### src/rtl/line_streamer.sv
// Line streamer: fetches a line's {len, start} pointer entry, then streams its character
// pairs over valid/ready through a 2-entry buffer. Optional macro LINE_STREAMER_REVERSE_EN.
module line_streamer #(
  parameter int ADDR_W = 8,
  parameter int CHAR_W = 8,
  parameter int LEN_W  = 8,
  parameter int LINE_W = 8
) (
  input  logic                    clk,
  input  logic                    rst,
  input  logic                    start,
  input  logic [LINE_W-1:0]       line,
  input  logic                    swap,
`ifdef LINE_STREAMER_REVERSE_EN
  input  logic                    reverse,
`endif
  input  logic                    abort,
  output logic [LINE_W-1:0]       ptr_addr,
  input  logic [LEN_W+ADDR_W-1:0] ptr_dout,
  output logic [ADDR_W-1:0]       mem_addr,
  input  logic [2*CHAR_W-1:0]     mem_dout,
  output logic                    out_valid,
  input  logic                    out_ready,
  output logic [CHAR_W-1:0]       out_lhs,
  output logic [CHAR_W-1:0]       out_rhs,
  output logic                    out_last,
  output logic                    busy,
  output logic                    done
);

  typedef enum logic [2:0] {S_IDLE, S_PTR, S_LOAD, S_STREAM, S_FIN} state_e;

  localparam logic [ADDR_W-1:0] ONE_A = ADDR_W'(1);
  localparam logic [LEN_W-1:0]  ONE_L = LEN_W'(1);

  state_e                state_q, state_d;
  logic [LINE_W-1:0]     ptr_addr_q, ptr_addr_d;
  logic                  swap_q, swap_d;
  logic [ADDR_W-1:0]     mem_addr_q, mem_addr_d;
  logic [LEN_W-1:0]      rem_q, rem_d;
  logic                  infl_q, infl_d;
  logic                  infl_last_q, infl_last_d;
  logic [2*CHAR_W:0]     fifo_q [2];
  logic                  wr_q, wr_d, rd_q, rd_d;
  logic [1:0]            cnt_q, cnt_d;
`ifdef LINE_STREAMER_REVERSE_EN
  logic                  rev_q, rev_d;
`endif

  logic [LEN_W-1:0]      ptr_len;
  logic [ADDR_W-1:0]     ptr_base;
  logic                  pop, push, flush, room;
  logic [1:0]            occ_after;
  logic [2*CHAR_W:0]     head;

  assign ptr_len   = ptr_dout[LEN_W+ADDR_W-1 -: LEN_W];
  assign ptr_base  = ptr_dout[ADDR_W-1:0];
  assign pop       = (cnt_q != 2'd0) && out_ready;
  assign occ_after = cnt_q - {1'b0, pop};
  // The read issued now lands in the buffer next cycle, so only one read is ever in flight.
  assign room      = ({1'b0, occ_after} + {2'b00, infl_q}) < 3'd2;

  always_comb begin
    state_d     = state_q;
    ptr_addr_d  = ptr_addr_q;
    swap_d      = swap_q;
    mem_addr_d  = mem_addr_q;
    rem_d       = rem_q;
    infl_d      = 1'b0;
    infl_last_d = 1'b0;
    flush       = 1'b0;
`ifdef LINE_STREAMER_REVERSE_EN
    rev_d       = rev_q;
`endif
    case (state_q)
      S_IDLE: if (start) begin
        state_d    = S_PTR;
        ptr_addr_d = line;
        swap_d     = swap;
`ifdef LINE_STREAMER_REVERSE_EN
        rev_d      = reverse;
`endif
      end
      S_PTR: state_d = S_LOAD;
      S_LOAD: begin
        rem_d = ptr_len;
        if (ptr_len == '0) begin
          state_d = S_FIN;
        end else begin
          state_d    = S_STREAM;
          mem_addr_d = ptr_base;
`ifdef LINE_STREAMER_REVERSE_EN
          if (rev_q) mem_addr_d = ptr_base + ADDR_W'(ptr_len) - ONE_A;
`endif
        end
      end
      S_STREAM: begin
        if (rem_q != '0 && room) begin
          mem_addr_d  = mem_addr_q + ONE_A;
`ifdef LINE_STREAMER_REVERSE_EN
          if (rev_q) mem_addr_d = mem_addr_q - ONE_A;
`endif
          rem_d       = rem_q - ONE_L;
          infl_d      = 1'b1;
          infl_last_d = (rem_q == ONE_L);
        end else if (rem_q == '0 && !infl_q && occ_after == 2'd0) begin
          state_d = S_FIN;
        end
      end
      S_FIN: begin
        state_d    = S_IDLE;
        mem_addr_d = '1;
      end
      default: state_d = S_IDLE;
    endcase
    if (abort && state_q != S_IDLE) begin
      flush       = 1'b1;
      state_d     = S_IDLE;
      mem_addr_d  = '1;
      rem_d       = '0;
      infl_d      = 1'b0;
      infl_last_d = 1'b0;
    end
  end

  assign push  = infl_q && !flush;
  assign cnt_d = flush ? 2'd0 : cnt_q + {1'b0, push} - {1'b0, pop};
  assign wr_d  = flush ? 1'b0 : wr_q ^ push;
  assign rd_d  = flush ? 1'b0 : rd_q ^ pop;

  always_ff @(posedge clk or negedge rst) begin
    if (!rst) begin
      state_q     <= S_IDLE;
      ptr_addr_q  <= '0;
      swap_q      <= 1'b0;
      mem_addr_q  <= '1;
      rem_q       <= '0;
      infl_q      <= 1'b0;
      infl_last_q <= 1'b0;
      wr_q        <= 1'b0;
      rd_q        <= 1'b0;
      cnt_q       <= 2'd0;
      for (int unsigned i = 0; i < 2; i++) fifo_q[i] <= '0;
`ifdef LINE_STREAMER_REVERSE_EN
      rev_q       <= 1'b0;
`endif
    end else begin
      state_q     <= state_d;
      ptr_addr_q  <= ptr_addr_d;
      swap_q      <= swap_d;
      mem_addr_q  <= mem_addr_d;
      rem_q       <= rem_d;
      infl_q      <= infl_d;
      infl_last_q <= infl_last_d;
      wr_q        <= wr_d;
      rd_q        <= rd_d;
      cnt_q       <= cnt_d;
      if (push) fifo_q[wr_q] <= {infl_last_q, mem_dout};
`ifdef LINE_STREAMER_REVERSE_EN
      rev_q       <= rev_d;
`endif
    end
  end

  assign head      = fifo_q[rd_q];
  assign ptr_addr  = ptr_addr_q;
  assign mem_addr  = mem_addr_q;
  assign out_valid = (cnt_q != 2'd0);
  assign out_last  = out_valid && head[2*CHAR_W];
  assign out_lhs   = swap_q ? head[CHAR_W-1:0] : head[2*CHAR_W-1:CHAR_W];
  assign out_rhs   = swap_q ? head[2*CHAR_W-1:CHAR_W] : head[CHAR_W-1:0];
  assign busy      = (state_q != S_IDLE);
  assign done      = (state_q == S_FIN);

endmodule

### config.mk
export PLATFORM = sky130hd
export DESIGN_NAME = line_streamer
export DESIGN_NICKNAME = d
export VERILOG_FILES = /design/src/rtl/line_streamer.sv
export SDC_FILE = /design/constraint.sdc
export NUM_CORES = 1
export LEC_CHECK = 0
export ABC_AREA = 1
export CORE_UTILIZATION = 51
export DETAILED_ROUTE_END_ITERATION = 8
export PLACE_DENSITY = 0.8
export SLEW_MARGIN = 20
export SYNTH_ARGS = -nofsm -noshare
export SYNTH_HDL_FRONTEND = slang
export SYNTH_SLANG_ARGS = --single-unit
### constraint.sdc
create_clock -name clk -period 2.6 [get_ports clk]
set_input_delay 0.52 -clock clk [delete_from_list [all_inputs] [get_ports clk]]
set_output_delay 0.52 -clock clk [all_outputs]
set_load 0.005 [all_outputs]
Word level (Yosys, flattened, before mapping)
Index checks and enable logic that the tools add are counted.

Input port bits: 46. Register bits: 68. Word-level logic and storage cells: 90. Output and inout port bits: 36.

Equal/unequal tests: 10. Add/sub/neg operators: 6. Muxes and demuxes: 31. Bitwise logic cells: 4. Reductions and logical operators: 23. $lt $le $gt $ge: 4.

Operators with widths (number): $mux 17 (4); $mux 8 (7); $bwmux 34 (1); $pmux 8 s3 (1); $demux 17 s1 (1); $logic_not 8->1 (2); $pmux 8 s2 (1); $mux 3 (5); $ne 3x3->1 const B (5); $pmux 3 s4 (1); $mux 1 (9); $add 8x1->8 const B (1); $eq 8x1->1 const B (1); $logic_and 1x1->1 (8); $reduce_bool 8->1 (1); $sub 8x1->8 const B (1); $eq 3x2->1 const B (2); $reduce_and 3->1 (2); $reduce_bool 3->1 (2); $ge 2x2->1 const B (2); $not 1->2 (2); $reduce_and 2->1 (2); $reduce_bool 4->1 (1); $sub 2x1->2 (2); 12 further kinds (14).

Depth between registers and ports, before layout
Gate-level depths: netlist of the first run.

Word-level depth: 9. Mapped depth: 11. Mapped depth without buffers: 11.

Worst setup path after synthesis of the first run
No wires, ideal clock.

Path type: register to register. From: reg state_q[0]. To: reg fifo_q[24] (netlist bit). Setup time: 0.125 ns. Required time: 2.475 ns. Clock period less this slack: 2.025 ns. Arrival: 1.900 ns. Stages on the path, launching flop included: 10. Path buffers: 2. Setup slack: 0.575 ns. Cells stage by stage: dfrtp_1 -> nor2_2 -> nand2_2 -> nand2_2 -> inv_1 -> nor2_1 -> ha_1 -> buf_2 -> buf_2 -> mux2_2.

Cells in the longest elaborated chain, start to end: 5.

Ends and longest elaborated chain: start: declaration (line 36) `state_e state_q, state_d;`; start signal: assignment (line 148) `state_q <= state_d;`; $reduce_bool 3->1; net busy (line 27) `output logic busy,`; $logic_and 1x1->1 (line 116) `if (abort && state_q != S_IDLE) begin`; $mux 1 (line 116); $logic_not 1->1 (line 126) `assign push = infl_q && !flush;`; $logic_and 1x1->1 (line 126); end signal: indexed assignment (line 158) `if (push) fifo_q[wr_q] <= {infl_last_q, mem_dout};`; end: declaration (line 43) `logic [2*CHAR_W:0] fifo_q [2];`.

The timed path passes the listed nets, and every way through them passes these cells. A chain may end at the register's enable or synchronous reset.

Worst setup path in the final report of the first run
From: reg rd_q. To: out out_rhs[3].

Cells in the longest elaborated chain, start to end: 5.

Ends and longest elaborated chain: start: declaration (line 44) `logic wr_q, wr_d, rd_q, rd_d;`; start signal: assignment (line 156) `rd_q <= rd_d;`; $not 1->2 (not written as such) (line 165) `assign head = fifo_q[rd_q];`; $mux 17 (not written as such) (3 in series) (line 165); $mux 8 (line 171) `assign out_rhs = swap_q ? head[2*CHAR_W-1:CHAR_W] : head[CHAR_W-1:0];`; end: declaration (line 25) `output logic [CHAR_W-1:0] out_rhs,`.

No other way between the ends. The select of a mux whose other input is x is not followed.

==> results of run 1 <==
==> stage by stage <==
| step | worst slack (ns) | cell area (um^2) | instances |
|---|---|---|---|
| 3_3_place_gp | 0.362 | 4700 | 652 |
| 3_5_place_dp | 0.320 | 4700 | 652 |
| 2_1_floorplan | 0.575 | 3800 | 485 |
| 4_1_cts | 0.0175 | 4970 | 667 |
| 6_report | 0.150 | 4990 | 670 |
| 5_1_grt | 0.00611 | 4990 | 670 |
==> sequential cells by signal (all words and copies together) (netlist names) <==
signal and cells:
fifo_q 34, mem_addr 8, ptr_addr 8, rem_q 8, state_q 3, cnt_q 2, infl_last_q 1, infl_q 1
rd_q 1, swap_q 1, wr_q 1
==> power by group through the flow <==
stage / Combinational [mW] / Clock, mW / Sequential, mW
finish: 2.99 / 1.13 / 1.95
global route: 3.36 / 1.20 / 2.02
detailed placement: 2.94 / 0 / 1.96
global placement: 2.84 / 0 / 1.94
CTS: 2.96 / 1.16 / 1.95
floorplan: 1.81 / 0 / 1.82
==> logic make-up (layout without fill, tap and decap cells) <==
family	Yosys count	count (layout)	synth area share (%)
adder cells (fa/ha/maj)	8	8	2.63
AND/OR/NAND/NOR	219	219	24.3
XOR/XNOR	4	4	0.921
flip-flops	68	68	45.0
multiplexers	26	26	7.70
AO/OA/AOI/OAI	81	81	10.9
buffers and inverters	79	165	8.49
==> per-layer routing <==
| metal | GRT usage (%) | vias up | wire length [um] |
|---|---|---|---|
| li1 | - | 1719 | - |
| met1 | 30.5 | 1606 | 3840 |
| met2 | 40.7 | 116 | 4390 |
| met3 | 4.10 | 14 | 479 |
| met4 | 11.3 | 0 | 135 |
| met5 | 0 | - | 0 |
==> path summary, 6_finish.rpt <==
check / end / cells past startpoint / slack (ns)
max: out_rhs[3] / 7 / 0.15
min: fifo_q[0] / 1 / 0.17
max reg2reg: fifo_q[29] / 8 / 0.62
min reg2reg: mem_addr[7] / 2 / 0.50
max in group asynchronous: mem_addr[0] / 2 / 1.73
min in group clk: mem_addr[7] / 2 / 0.50
==> synth_stat cells (all sizes together) <==
cell,count
nor2,43
dfrtp,60
a31oi,1
or2,1
inv,61
nand4,3
o21bai,1
xor2,2
dfstp,8
mux2,26
o211ai,1
a21oi,21
clkbuf,9
o21ai,57
xnor2,2
buf,9
nor3,2
nand2,133
nand3,37
ha,8
==> critical path, stage by stage (launching register included) <==
cell and delay (ns):
dfrtp_2 0.46, buf_12 0.17, nand2_1 0.06, o21ai_0 0.10
inv_1 0.09, nor2_1 0.04, a21oi_1 0.15, clkdlybuf4s50_1 0.51
==> what timing repair did <==
item,in CTS,in global routing
endpoints found under the setup margin,1,15
setup buffers,0,3
hold endpoints to repair,0,0
gates cloned,0,0
gates resized for setup,1,3
==> cell type report <==
| type | count | share of cell area [%] |
|---|---|---|
| Clock buffer | 9 | 2.48 |
| Clock inverter | 6 | 2.76 |
| Timing Repair Buffer | 89 | 17.8 |
| Multi-Input combinational cell | 338 | 35.5 |
| Tap cell | 99 | 2.48 |
| Inverter | 61 | 4.64 |
| Sequential cell | 68 | 34.4 |
==> impl_metrics.tcl, run 1 <==
set metrics [dict create \
    r2r_start "state_q[0]" \
    pwr-share-seq_pct 32.1 \
    fp-row-count 31 \
    combinationalPowerShare_pct 49.2 \
    criticalPathCategory "flip-flop to output port" \
    ys_top_cells_by_area "dfrtp_1 (39%), nand2_1 (12%), mux2_2 (7.7%), o21ai_0 (7.0%), dfstp_2 (5.5%)" \
    vias 3455 \
    yosysWarnings 0 \
    relSlewSlack_pct 61.9 \
    yosys.area.top_type "dfrtp_1" \
    die_y_um 88.4 \
    clk_pin_slew_ns 0.08 \
    synth_seq_cells 68 \
    switchingPower_mw 2.29 \
    report.power.total_mw 6.07 \
    antenna_found_initial 0 \
    start_util_pct 52.7 \
    ctsHoldBuffers 0 \
    final_cell_mix "nand2_1 (124), clkdlybuf4s50_1 (80), dfrtp_1 (58)" \
    ant_nets 0 \
    first_pass_iters 5 \
    die_area_um2 7810 \
    grt_max_degree 46 \
    cts_tree "built" \
    critPathCaptureType "output port" \
    multi_input_area_um2 1770 \
    cts_root_buf "clkbuf_8" \
    n_antenna_cell 0 \
    regArea_um2 1710 \
    vias_per_cell 5.16 \
    syn-num-nets 539 \
    drt_wl_total_mm 8.85 \
    gr-usage-all-layers_pct 24.2 \
    layout_min_cycle_time_ns 2.45 \
    leakage_nw 2.35 \
    drive_above_1_share_pct 14.2 \
    grt_pass1_wl_mm 14.4 \
    grt_overflow 0 \
    p_per_area_nw_per_um2 1220 \
    finish.utilization_pct 69.1 \
    cp-startpoint "rd_q" \
    cts_max_level 3 \
    mostFrequentLayoutCell "nand2_1" \
    p_sw_share_pct 37.7 \
    slew_viol_final 0 \
    clock_latency_ns 0.34 \
    syn_to_final_growth_pct 31.2 \
    remaining_drc_errors 0 \
    nNetsFinal 621 \
    worst_hold_path_type "input pin to async pin" \
    drv_cap 0 \
    fmax_mhz 408 \
    cts_buffers 9 \
    clockPowerShare_pct 18.7 \
    num-fill-cells 605 \
    mappedNetlistArea_um2 3800 \
    cp_max_fo 26 \
    cp-start-kind "flip-flop" \
    clock_sinks 68 \
    p_int_mw 3.78 \
    io_buffer_count 81 \
    gp_congestion 0.912 \
    hold_viol 0 \
    setup_tns_ns 0 \
    dpl.hpwl_mm 6.42 \
    first_iter_violations 112 \
    status "completed" \
    wire_per_inst_um 13.2 \
    netlist_instances 485 \
    tightest_slew_ns 0.572 \
    ios 82 \
    final.setup_skew_ns 0.0101 \
    hold_ws_ns 0.165 \
    rsz0062_at_grt "no" \
    timing.final.setup_violations 0 \
    synth_top_area_share_pct 39.5 \
    worstPathArrival_ns 1.93 \
    finalCritPeriodShare_pct 94.2 \
    cts_max_path_buffers 2 \
    peakVddDrop_uv 614 \
    yosysSeqAreaShare_pct 45.0 \
    required_ns 2.08 \
    grt_pass1_vias 3192 \
    coreArea_um2 7210 \
    yosys.cell_types.count 29 \
    fp.dieW_um 88.4 \
    syn_avg_cell_area_um2 7.84 \
]
Power figures use the tool's default switching activity.
==> run 2: changes to the inputs <==
CORE_MARGIN = 1.5   (was not set)
==> run 2 against run 1 <==
Compared with the run above:
- die area increased by 2.3%
- sequential share of layout area increased by 0.26 points
- fmax is 0.91% lower
- final cell count down 0.30%
- global-route usage down 1.5 points
- worst hold slack worse by 0.015 ns
- via count rose by 0.14%
- sequential power barely moved
- total power is 2.5% lower
==> impl_metrics.tcl, run 2 (synthesis results as in run 1) <==
set metrics [dict create \
    cts_root_buf "clkbuf_8" \
    dp_slack_ns 0.304 \
    timing.final.setup_violations 0 \
    rsz0062_at_grt "no" \
    r2r_start "state_q[0]" \
    status "completed" \
    gr-usage-met1_pct 26.9 \
    hold_viol 0 \
    grtUsageMet2_pct 39.6 \
    layout_min_cycle_time_ns 2.47 \
    cp-startpoint "rd_q" \
    setup_tns_ns 0 \
    drive_above_1_share_pct 13.9 \
    largest_register_ffs 34 \
    fmax_mhz 404 \
    syn_to_final_growth_pct 30.2 \
    die_y_um 89.4 \
    place_area_um2 4700 \
    p_per_area_nw_per_um2 1200 \
    vias_per_cell 5.18 \
    cts_tree "built" \
    cts_max_path_buffers 2 \
    clk_pin_slew_ns 0.08 \
    clock_sinks 68 \
    peakVddDrop_uv 765 \
    critPathCaptureType "output port" \
    vias 3460 \
    dpl.hpwl_mm 6.25 \
    crit_slowest_cell "clkdlybuf4s50_1" \
    wire_per_inst_um 13.0 \
    cts_buffers 9 \
    cts_setup_buffers 0 \
    remaining_drc_errors 0 \
    finalCritPeriodShare_pct 95.1 \
    mostFrequentLayoutCell "nand2_1" \
    fp.dieW_um 89.4 \
    multi_input_area_um2 1770 \
    leakage_nw 2.34 \
    ios 82 \
    cts_max_level 3 \
    gr-usage-met3_pct 3.79 \
    ctsHoldBuffers 0 \
    cp-start-kind "flip-flop" \
    gr-usage-all-layers_pct 22.7 \
    required_ns 2.08 \
    start_util_pct 52.4 \
    criticalPathCategory "flip-flop to output port" \
    setup_ws_ns 0.127 \
    clock_latency_ns 0.35 \
    cp_num_cells 6 \
    io_buffer_count 81 \
    cpPeakStageDelay_ns 0.46 \
    crit_family "buffers and inverters" \
    busiest_layer "met2" \
    die_area_um2 7990 \
    finish.utilization_pct 68.3 \
    grt_overflow 0 \
    gp_congestion 0.872 \
    relSlewSlack_pct 63.4 \
    final_cell_area_um2 4950 \
    grt_pass1_vias 3214 \
    num-fill-cells 608 \
    grt_pass1_wl_mm 13.9 \
    worstPathArrival_ns 1.95 \
    slew_viol_final 0 \
    dp_cells 653 \
    grt_max_degree 47 \
    ant_nets 0 \
    final.setup_skew_ns 0.00649 \
    worst_hold_path_type "input pin to async pin" \
    first_pass_iters 4 \
    coreArea_um2 7250 \
    cp_max_fo 12 \
    tightest_slew_ns 0.550 \
    nNetsFinal 619 \
    final_cell_mix "nand2_1 (124), clkdlybuf4s50_1 (77), dfrtp_1 (58)" \
    fp-row-count 31 \
    n_antenna_cell 0 \
    cp.buffers_inverters 3 \
    top_register "fifo_q" \
    crit_chain "buf_4 > o21ai_0 > inv_1 > nor2_1 > a21oi_1 > clkdlybuf4s50_1" \
    first_iter_violations 129 \
    regArea_um2 1710 \
    drv_cap 0 \
    cts_resized 0 \
    antenna_found_initial 0 \
    drt_wl_total_mm 8.68 \
    stdcell_count 668 \
    rr_worst_depth 8 \
]
run 2: layout make-up:
class	instances	share of cell area, %
clock buffer	9	2.50
clock inverter	6	2.30
timing repair buffer	87	17.7
inverter	61	4.68
multi-input combinational	338	35.7
sequential	68	34.6
tap	99	2.50
run 2: per-stage QoR:
| stage | power [mW] | hold slack, ns |
|---|---|---|
| 2_1_floorplan | 3.63 | 0.224 |
| 3_3_place_gp | 4.76 | 0.466 |
| 3_5_place_dp | 4.89 | 0.474 |
| 4_1_cts | 5.96 | 0.161 |
| 5_1_grt | 6.42 | 0.179 |
| 6_report | 5.92 | 0.151 |
run 2: path summary, 6_finish.rpt:
path | end | slack (ns)
max reg2reg | fifo_q[25] | 0.59
max in group asynchronous | mem_addr[1] | 1.76
min reg2reg | rem_q[7] | 0.48
max | out_rhs[5] | 0.13
min in group clk | rem_q[7] | 0.48
min | fifo_q[21] | 0.15
run 2: where the power goes:
group          total [mW]  internal, mW  switching (mW)
registers            1.94          1.56           0.382
logic                2.94          1.46            1.48
clock network        1.05         0.633           0.416
run 2: metal layers:
metal | part of all wire [%] | wire length [um]
met2 | 49 | 4290
met5 | 0 | 0
met1 | 44 | 3800
met3 | 4.7 | 409
met4 | 2.1 | 182
